`src/rtl/fetch_pc_gen_pkg.sv`:
```
// ---------------------------------------------------------------------------
// fetch_pc_gen_pkg
//   Types and constants for the fetch-stage next-PC generator:
//     VIRT_W           virtual address width
//     virt_t           virtual address type
//     RESET_PC_DEFAULT fetch address after reset
//     fetch_state_t    fetch FSM state encoding
//     pc_inc()         sequential next fetch address (wraps modulo 2^VIRT_W)
// ---------------------------------------------------------------------------
package fetch_pc_gen_pkg;

  localparam int VIRT_W = 32;

  typedef logic [VIRT_W-1:0] virt_t;

  localparam virt_t RESET_PC_DEFAULT = 32'hBFC0_0000;

  // RUN      : sequential / predicted fetch
  // DS_WAIT  : predicted-taken branch, delay slot not yet accepted
  // CORR_DS  : mispredict recovery, fetching the branch delay slot
  // CORR_TGT : mispredict recovery, fetching the corrected target
  typedef enum logic [1:0] {
    RUN      = 2'd0,
    DS_WAIT  = 2'd1,
    CORR_DS  = 2'd2,
    CORR_TGT = 2'd3
  } fetch_state_t;

  function automatic virt_t pc_inc(input virt_t pc);
    return pc + virt_t'(4);
  endfunction

endpackage

```
`src/rtl/fetch_pc_gen_if.sv`:
```
// ---------------------------------------------------------------------------
// fetch_pc_gen_if
//   Bundles the fetch PC generator's I-cache request, BPU and redirect
//   signals.
//     master : the PC generator (drives req_valid, req_pc, br_valid,
//              corr_finish)
//     slave  : the surrounding I-cache / BPU / execute logic
// ---------------------------------------------------------------------------
interface fetch_pc_gen_if #(
  parameter int PC_W = 32
);

  // I-cache request
  logic            req_valid;
  logic            req_ready;
  logic [PC_W-1:0] req_pc;

  // BPU side
  logic            br_valid;
  logic            pred_valid;
  logic            pred_taken;
  logic [PC_W-1:0] pred_target;

  // Mispredict correction
  logic            corr_valid;
  logic            corr_need_ds;
  logic [PC_W-1:0] corr_ds_pc;
  logic [PC_W-1:0] corr_target;
  logic            corr_finish;

  // Exception / eret redirect
  logic            exc_valid;
  logic [PC_W-1:0] exc_target;

  modport master (
    output req_valid, req_pc, br_valid, corr_finish,
    input  req_ready, pred_valid, pred_taken, pred_target,
    input  corr_valid, corr_need_ds, corr_ds_pc, corr_target,
    input  exc_valid, exc_target
  );

  modport slave (
    input  req_valid, req_pc, br_valid, corr_finish,
    output req_ready, pred_valid, pred_taken, pred_target,
    output corr_valid, corr_need_ds, corr_ds_pc, corr_target,
    output exc_valid, exc_target
  );

endinterface

```
`src/rtl/fetch_pc_gen.sv`:
```
// ---------------------------------------------------------------------------
// fetch_pc_gen
//   Fetch-stage next-PC generator. Owns the fetch PC, issues I-cache
//   requests, feeds the BPU lookup address and fetch-accepted strobe, and
//   applies predictions, mispredict corrections and exception redirects
//   while preserving MIPS delay-slot ordering.
//   Ports:
//     clk   : clock
//     reset : synchronous, active-high reset
//     bus   : fetch_pc_gen_if.master (request, BPU, correction, exception)
// ---------------------------------------------------------------------------
module fetch_pc_gen
  import fetch_pc_gen_pkg::*;
#(
  parameter logic [31:0] RESET_PC = RESET_PC_DEFAULT,
  parameter int          PC_W     = VIRT_W
) (
  input  logic           clk,
  input  logic           reset,
  fetch_pc_gen_if.master bus
);

  fetch_state_t    state_reg, state_next;
  logic [PC_W-1:0] pc_reg, pc_next;
  logic [PC_W-1:0] pend_reg, pend_next;
  logic            req_valid_reg;
  logic            accept;

  assign accept          = req_valid_reg & bus.req_ready;
  assign bus.req_valid   = req_valid_reg;
  assign bus.req_pc      = pc_reg;
  assign bus.br_valid    = accept;
  // Driven only from registered state and the handshake, so a corr_valid
  // pulse can never ripple through to corr_finish in the same cycle. An
  // exception redirect in the final correction cycle cancels the finish.
  assign bus.corr_finish = (state_reg == CORR_TGT) & accept & ~bus.exc_valid;

  always_ff @(posedge clk) begin
    if (reset) begin
      state_reg     <= RUN;
      pc_reg        <= PC_W'(RESET_PC);
      pend_reg      <= '0;
      req_valid_reg <= 1'b0;
    end else begin
      state_reg     <= state_next;
      pc_reg        <= pc_next;
      pend_reg      <= pend_next;
      req_valid_reg <= 1'b1;
    end
  end

  always_comb begin
    state_next = state_reg;
    pc_next    = pc_reg;
    pend_next  = pend_reg;

    if (bus.exc_valid) begin
      // Exception/eret wins over everything and clears any pending target.
      pc_next    = bus.exc_target;
      pend_next  = '0;
      state_next = RUN;
    end else if (bus.corr_valid &&
                 (state_reg == RUN || state_reg == DS_WAIT)) begin
      // Correction discards any un-accepted request and pending prediction;
      // an address accepted this same cycle still counts as fetched.
      if (bus.corr_need_ds) begin
        pc_next    = bus.corr_ds_pc;
        pend_next  = bus.corr_target;
        state_next = CORR_DS;
      end else begin
        pc_next    = bus.corr_target;
        state_next = CORR_TGT;
      end
    end else begin
      unique case (state_reg)
        RUN: begin
          if (bus.pred_valid && bus.pred_taken) begin
            // The current request is the branch's delay slot; the target
            // may only follow once the delay slot is accepted.
            if (accept) begin
              pc_next = bus.pred_target;
            end else begin
              pend_next  = bus.pred_target;
              state_next = DS_WAIT;
            end
          end else if (accept) begin
            pc_next = PC_W'(pc_reg + PC_W'(4));
          end
        end
        DS_WAIT: begin
          if (accept) begin
            pc_next    = pend_reg;
            state_next = RUN;
          end
        end
        CORR_DS: begin
          if (accept) begin
            pc_next    = pend_reg;
            state_next = CORR_TGT;
          end
        end
        CORR_TGT: begin
          if (accept) begin
            pc_next    = PC_W'(pc_reg + PC_W'(4));
            state_next = RUN;
          end
        end
        default: begin
          state_next = RUN;
        end
      endcase
    end
  end

endmodule

```
`src/flat_wrapper.sv`:
```
// flat-port wrapper written by rule: the top's interface ports become plain ports
module fetch_pc_gen_flat import fetch_pc_gen_pkg::*;
#(
  parameter logic [31:0] RESET_PC = RESET_PC_DEFAULT,
  parameter int          PC_W     = VIRT_W
)
  (clk, reset, bus_req_valid, bus_req_pc, bus_br_valid, bus_corr_finish, bus_req_ready, bus_pred_valid, bus_pred_taken, bus_pred_target, bus_corr_valid, bus_corr_need_ds, bus_corr_ds_pc, bus_corr_target, bus_exc_valid, bus_exc_target);
  fetch_pc_gen_if #(.PC_W(PC_W)) bus_i ();
  input  logic clk;
  input  logic reset;
  output wire logic [$bits(bus_i.req_valid)-1:0] bus_req_valid;
  output wire logic [$bits(bus_i.req_pc)-1:0] bus_req_pc;
  output wire logic [$bits(bus_i.br_valid)-1:0] bus_br_valid;
  output wire logic [$bits(bus_i.corr_finish)-1:0] bus_corr_finish;
  input wire logic [$bits(bus_i.req_ready)-1:0] bus_req_ready;
  input wire logic [$bits(bus_i.pred_valid)-1:0] bus_pred_valid;
  input wire logic [$bits(bus_i.pred_taken)-1:0] bus_pred_taken;
  input wire logic [$bits(bus_i.pred_target)-1:0] bus_pred_target;
  input wire logic [$bits(bus_i.corr_valid)-1:0] bus_corr_valid;
  input wire logic [$bits(bus_i.corr_need_ds)-1:0] bus_corr_need_ds;
  input wire logic [$bits(bus_i.corr_ds_pc)-1:0] bus_corr_ds_pc;
  input wire logic [$bits(bus_i.corr_target)-1:0] bus_corr_target;
  input wire logic [$bits(bus_i.exc_valid)-1:0] bus_exc_valid;
  input wire logic [$bits(bus_i.exc_target)-1:0] bus_exc_target;
  assign bus_req_valid = bus_i.req_valid;
  assign bus_req_pc = bus_i.req_pc;
  assign bus_br_valid = bus_i.br_valid;
  assign bus_corr_finish = bus_i.corr_finish;
  assign bus_i.req_ready = bus_req_ready;
  assign bus_i.pred_valid = bus_pred_valid;
  assign bus_i.pred_taken = bus_pred_taken;
  assign bus_i.pred_target = bus_pred_target;
  assign bus_i.corr_valid = bus_corr_valid;
  assign bus_i.corr_need_ds = bus_corr_need_ds;
  assign bus_i.corr_ds_pc = bus_corr_ds_pc;
  assign bus_i.corr_target = bus_corr_target;
  assign bus_i.exc_valid = bus_exc_valid;
  assign bus_i.exc_target = bus_exc_target;
  fetch_pc_gen #(.RESET_PC(RESET_PC), .PC_W(PC_W)) u_core (.clk(clk), .reset(reset), .bus(bus_i));
endmodule
```
`config.mk`:
```
export PLATFORM = sky130hd
export DESIGN_NAME = fetch_pc_gen_flat
export DESIGN_NICKNAME = d
export VERILOG_FILES = /design/src/rtl/fetch_pc_gen_pkg.sv /design/src/rtl/fetch_pc_gen_if.sv /design/src/rtl/fetch_pc_gen.sv /design/src/flat_wrapper.sv
export SDC_FILE = /design/constraint.sdc
export NUM_CORES = 1
export LEC_CHECK = 0
export CORE_MARGIN = 10
export CORE_UTILIZATION = 50
export CTS_CLUSTER_DIAMETER = 150
export DETAILED_ROUTE_END_ITERATION = 10
export HOLD_SLACK_MARGIN = 0.08
export PLACE_DENSITY = 0.87
export SKIP_CTS_REPAIR_TIMING = 1
export SLEW_MARGIN = 0
export SYNTH_ARGS = -nofsm -noshare
export SYNTH_HDL_FRONTEND = slang
export SYNTH_SLANG_ARGS = --single-unit
```
`constraint.sdc`:
```
create_clock -name clk -period 4.9 [get_ports clk]
set_input_delay 0.49 -clock clk [delete_from_list [all_inputs] [get_ports clk]]
set_output_delay 0.49 -clock clk [all_outputs]
set_load 0.01 [all_outputs]
```
==> summary.md <==
| Metric | Value |
|---|---|
| Synth warn | 0 |
| Wire per inst | 23.05 um |
| Top delay family on crit path | compound AO/OA/AOI/OAI gates |
| Buffer and inverter count on the worst path | 2 |
| Cell Pwr Density | 258.2 nW/um^2 |
| Final Max Slew Viols | 0 |
| Setup ws final | 1632 ps |
| Drt via density | ~6.6 |
| Chip width | ~120 um |
| Global-route wire length before repair | 33.21 mm |
| Layout cells sized above 1 | just over 6% |
| Worst-Margin Slew | 1312 ps |
| CTS Buf Count | 9 |
| Final Hold Fails | 0 |
| Max_cap viols | 0 |
| First-pass DRT Iterations | 6 |
| Worst-Skew Late Latency | 350 ps |
| Synth cell types | 64 |
| Core area | 9684 sq um |
| Placed Cells | 910 |
| H-tree depth | 3 |
| Setup violators final | 0 |
| Area Overhead vs Synth | 38.41% |
| Avg Inst Size Synth | between 7 and 8 sq um |
| Commonest non-fill, non-tap cell in the layout | clkdlybuf4s50_1 |
| Layout Cells excl Fill | 926 |
| Top Ports | ~170 |
| Die ar. | 14,260 sq um |
| Crit-path slowest cell | nor2b_1 |
| Crit-path cells | inv_1 > ha_1 > nor2b_1 > buf_4 > a221oi_1 > a211oi_1 > a21oi_1 > o311ai_0 |
| Diodes inserted | 0 |
| Routability congestion estimate | 0.9946 |
| CP max FO | 14 |
| Leak | roughly 2.5 nW |
| # DRC | 0 |
| Area of the mapped netlist | a little under 5000 sq um |
| Port bufs | 170 |
| Fraction of registers with async set/reset | 0% |
| Number of nets in the layout | 930 |
| Detail Route Antenna Nets | 0 |
| Relative slew margins | 11.87% |
| Arr. time, crit path | between 3000 and 4000 ps |
| CP Data Required Time | 5150 ps |
| Number of global-route vias before repair | 5,959 |
| Synth Register Bits | 67 |
| Total gr overflow | 0 |
| CTS clock-pin slew for the worst setup and hold paths | 90 ps |
| Vert. Die Dim | about 120 um |
| Max incr delay on CP | ~800 ps |
| Peak VDD IR | 0.1309 mV |
| Crit Path Category | reg2reg |
| Clock Skews | 19.35 ps |
| Place WS | 1732 ps |
| Total number of vias | 6,104 |
| # rows | 36 |
| Post-Route WL | 21.34 mm |
| Largest net degree at the start of global routing | 65 |
| Post-layout minimum cycle time | 3268 ps |
| Primary FF master, synth | dfxtp_1 |
| Status | finished, final reports clean |
| Initial antenna violation count | 0 |
| Clk root buf | clkbuf_8 |
| Capturing element type of the critical path | flip-flop |
| RSZ-0062 raised after global routing | false |
| CTS tree | done |
| Min-Delay Path Class | reg2reg |
| Fin crit share | between 60% and 70% |
| Tot GR Track Use | 28.67% |
| Tot Pwr | 0.001766 W |
| Number of DRC markers in iteration 0 | 900 |
| Syn Nets | 797 |
| Post-synthesis sequential area ratio | 27.15% |
| CTS sink cnt | 67 |
| Sum Neg Setup Slack | 0 ps |
| CTS max path bufs | 2 |
| Post-synth EDFFs | 0 |
| Post-detail-place hpwl | approximately 16 mm |
| CP startpoint kind | flip-flop |
| Most frequent cells in the layout | clkdlybuf4s50_1, nand2_1, dfxtp_1 |
| Starting Density | 51.02% |
| Cells after synthesis | 655 |
| Maximum clock rate | 0.3060 GHz |
| Min Hold Slack | 504.6 ps |
-- metrics by stage --
| stage | cell area (sq um) | utilization [%] |
|---|---|---|
| CTS | 6839 | 70.62 |
| detailed placement | 6651 | 68.68 |
| global route | 6839 | 70.62 |
| floorplan | 4941 | - |
| global placement | 6651 | 68.68 |
| finish | 6839 | 70.62 |
-- tightest hold or removal path, delay by kind of cell, from the launching register on --
kind | cells | cell delay [ps]
compound gates | 1 | 50
flops | 1 | 320
simple gates | 1 | 100
-- path summary, 6_finish.rpt --
path                            start                    end  slack (ps)  cells after the start
setup / recovery  u_core.state_reg[0]  u_core.bus.req_pc[21]        1630                      8
hold / removal     u_core.pend_reg[7]     u_core.pend_reg[7]         500                      2
hold reg to reg    u_core.pend_reg[7]     u_core.pend_reg[7]         500                      2
setup reg to reg  u_core.state_reg[0]  u_core.bus.req_pc[21]        1630                      8
-- power by group --
group	internal, W	switching, W	leakage, nW
Combinational	0.000299	0.000357	1.85
Sequential	0.000591	0.0000621	0.552
Clock	0.000213	0.000245	0.0880
-- cell usage after synthesis, types with 6 or more instances --
library cell / n / area (sq um)
nand2_1: 111 / 416.7
dfxtp_1: 67 / 1341
nor2_1: 63 / 236.5
clkbuf_1: 39 / 146.4
a21oi_1: 36 / 180.2
a311oi_1: 36 / 315.3
o21ai_0: 27 / 135.1
mux2i_1: 25 / 250.2
a221oi_1: 20 / 175.2
nand3_1: 17 / 85.08
a211oi_1: 15 / 112.6
buf_2: 12 / 60.06
o22ai_1: 11 / 68.82
a31oi_1: 10 / 62.56
nand4_1: 10 / 62.56
inv_1: 8 / 30.03
nor3_1: 8 / 40.04
nor4_1: 8 / 50.05
xor2_1: 7 / 61.31
buf_1: 6 / 22.52
ha_1: 6 / 75.07
mux2_2: 6 / 67.56
nor2b_1: 6 / 37.54
o211ai_1: 6 / 45.04
-- cells by family (layout without fill, tap and decap cells) --
kind of cell               after synthesis  count (layout)  synth area share [%]
and+or+nand+nor                        259             259                 25.25
AOI/OAI and AO/OA                      213             213                 31.83
xor gates and xnor gates                12              12                 2.127
buffers and inverters                   67             205                 5.698
DFF                                     67              67                 27.15
adders and majority gates                6               6                 1.519
muxes                                   31              31                 6.432
-- metal layers --
| layer | vias to the layer above | track usage [%] | routed length [um] |
|---|---|---|---|
| met1 | 2829 | 35.77 | 8329 |
| met4 | 0 | 16.21 | 1230 |
| met5 | - | 0 | 0 |
| met2 | 428 | 45.19 | 9658 |
| li1 | 2773 | - | - |
| met3 | 74 | 5.810 | 2123 |
-- area by class of cell --
class | count | area (sq um)
clock buffer | 11 | 151.4
clock inverter | 5 | 36.28
fill | 774 | 2845
inverter | 8 | 30.03
multi-input combinational | 521 | 3339
sequential | 67 | 1341
tap | 133 | 166.4
timing repair buffer | 181 | 1774
(Power assumes the default switching activity.)
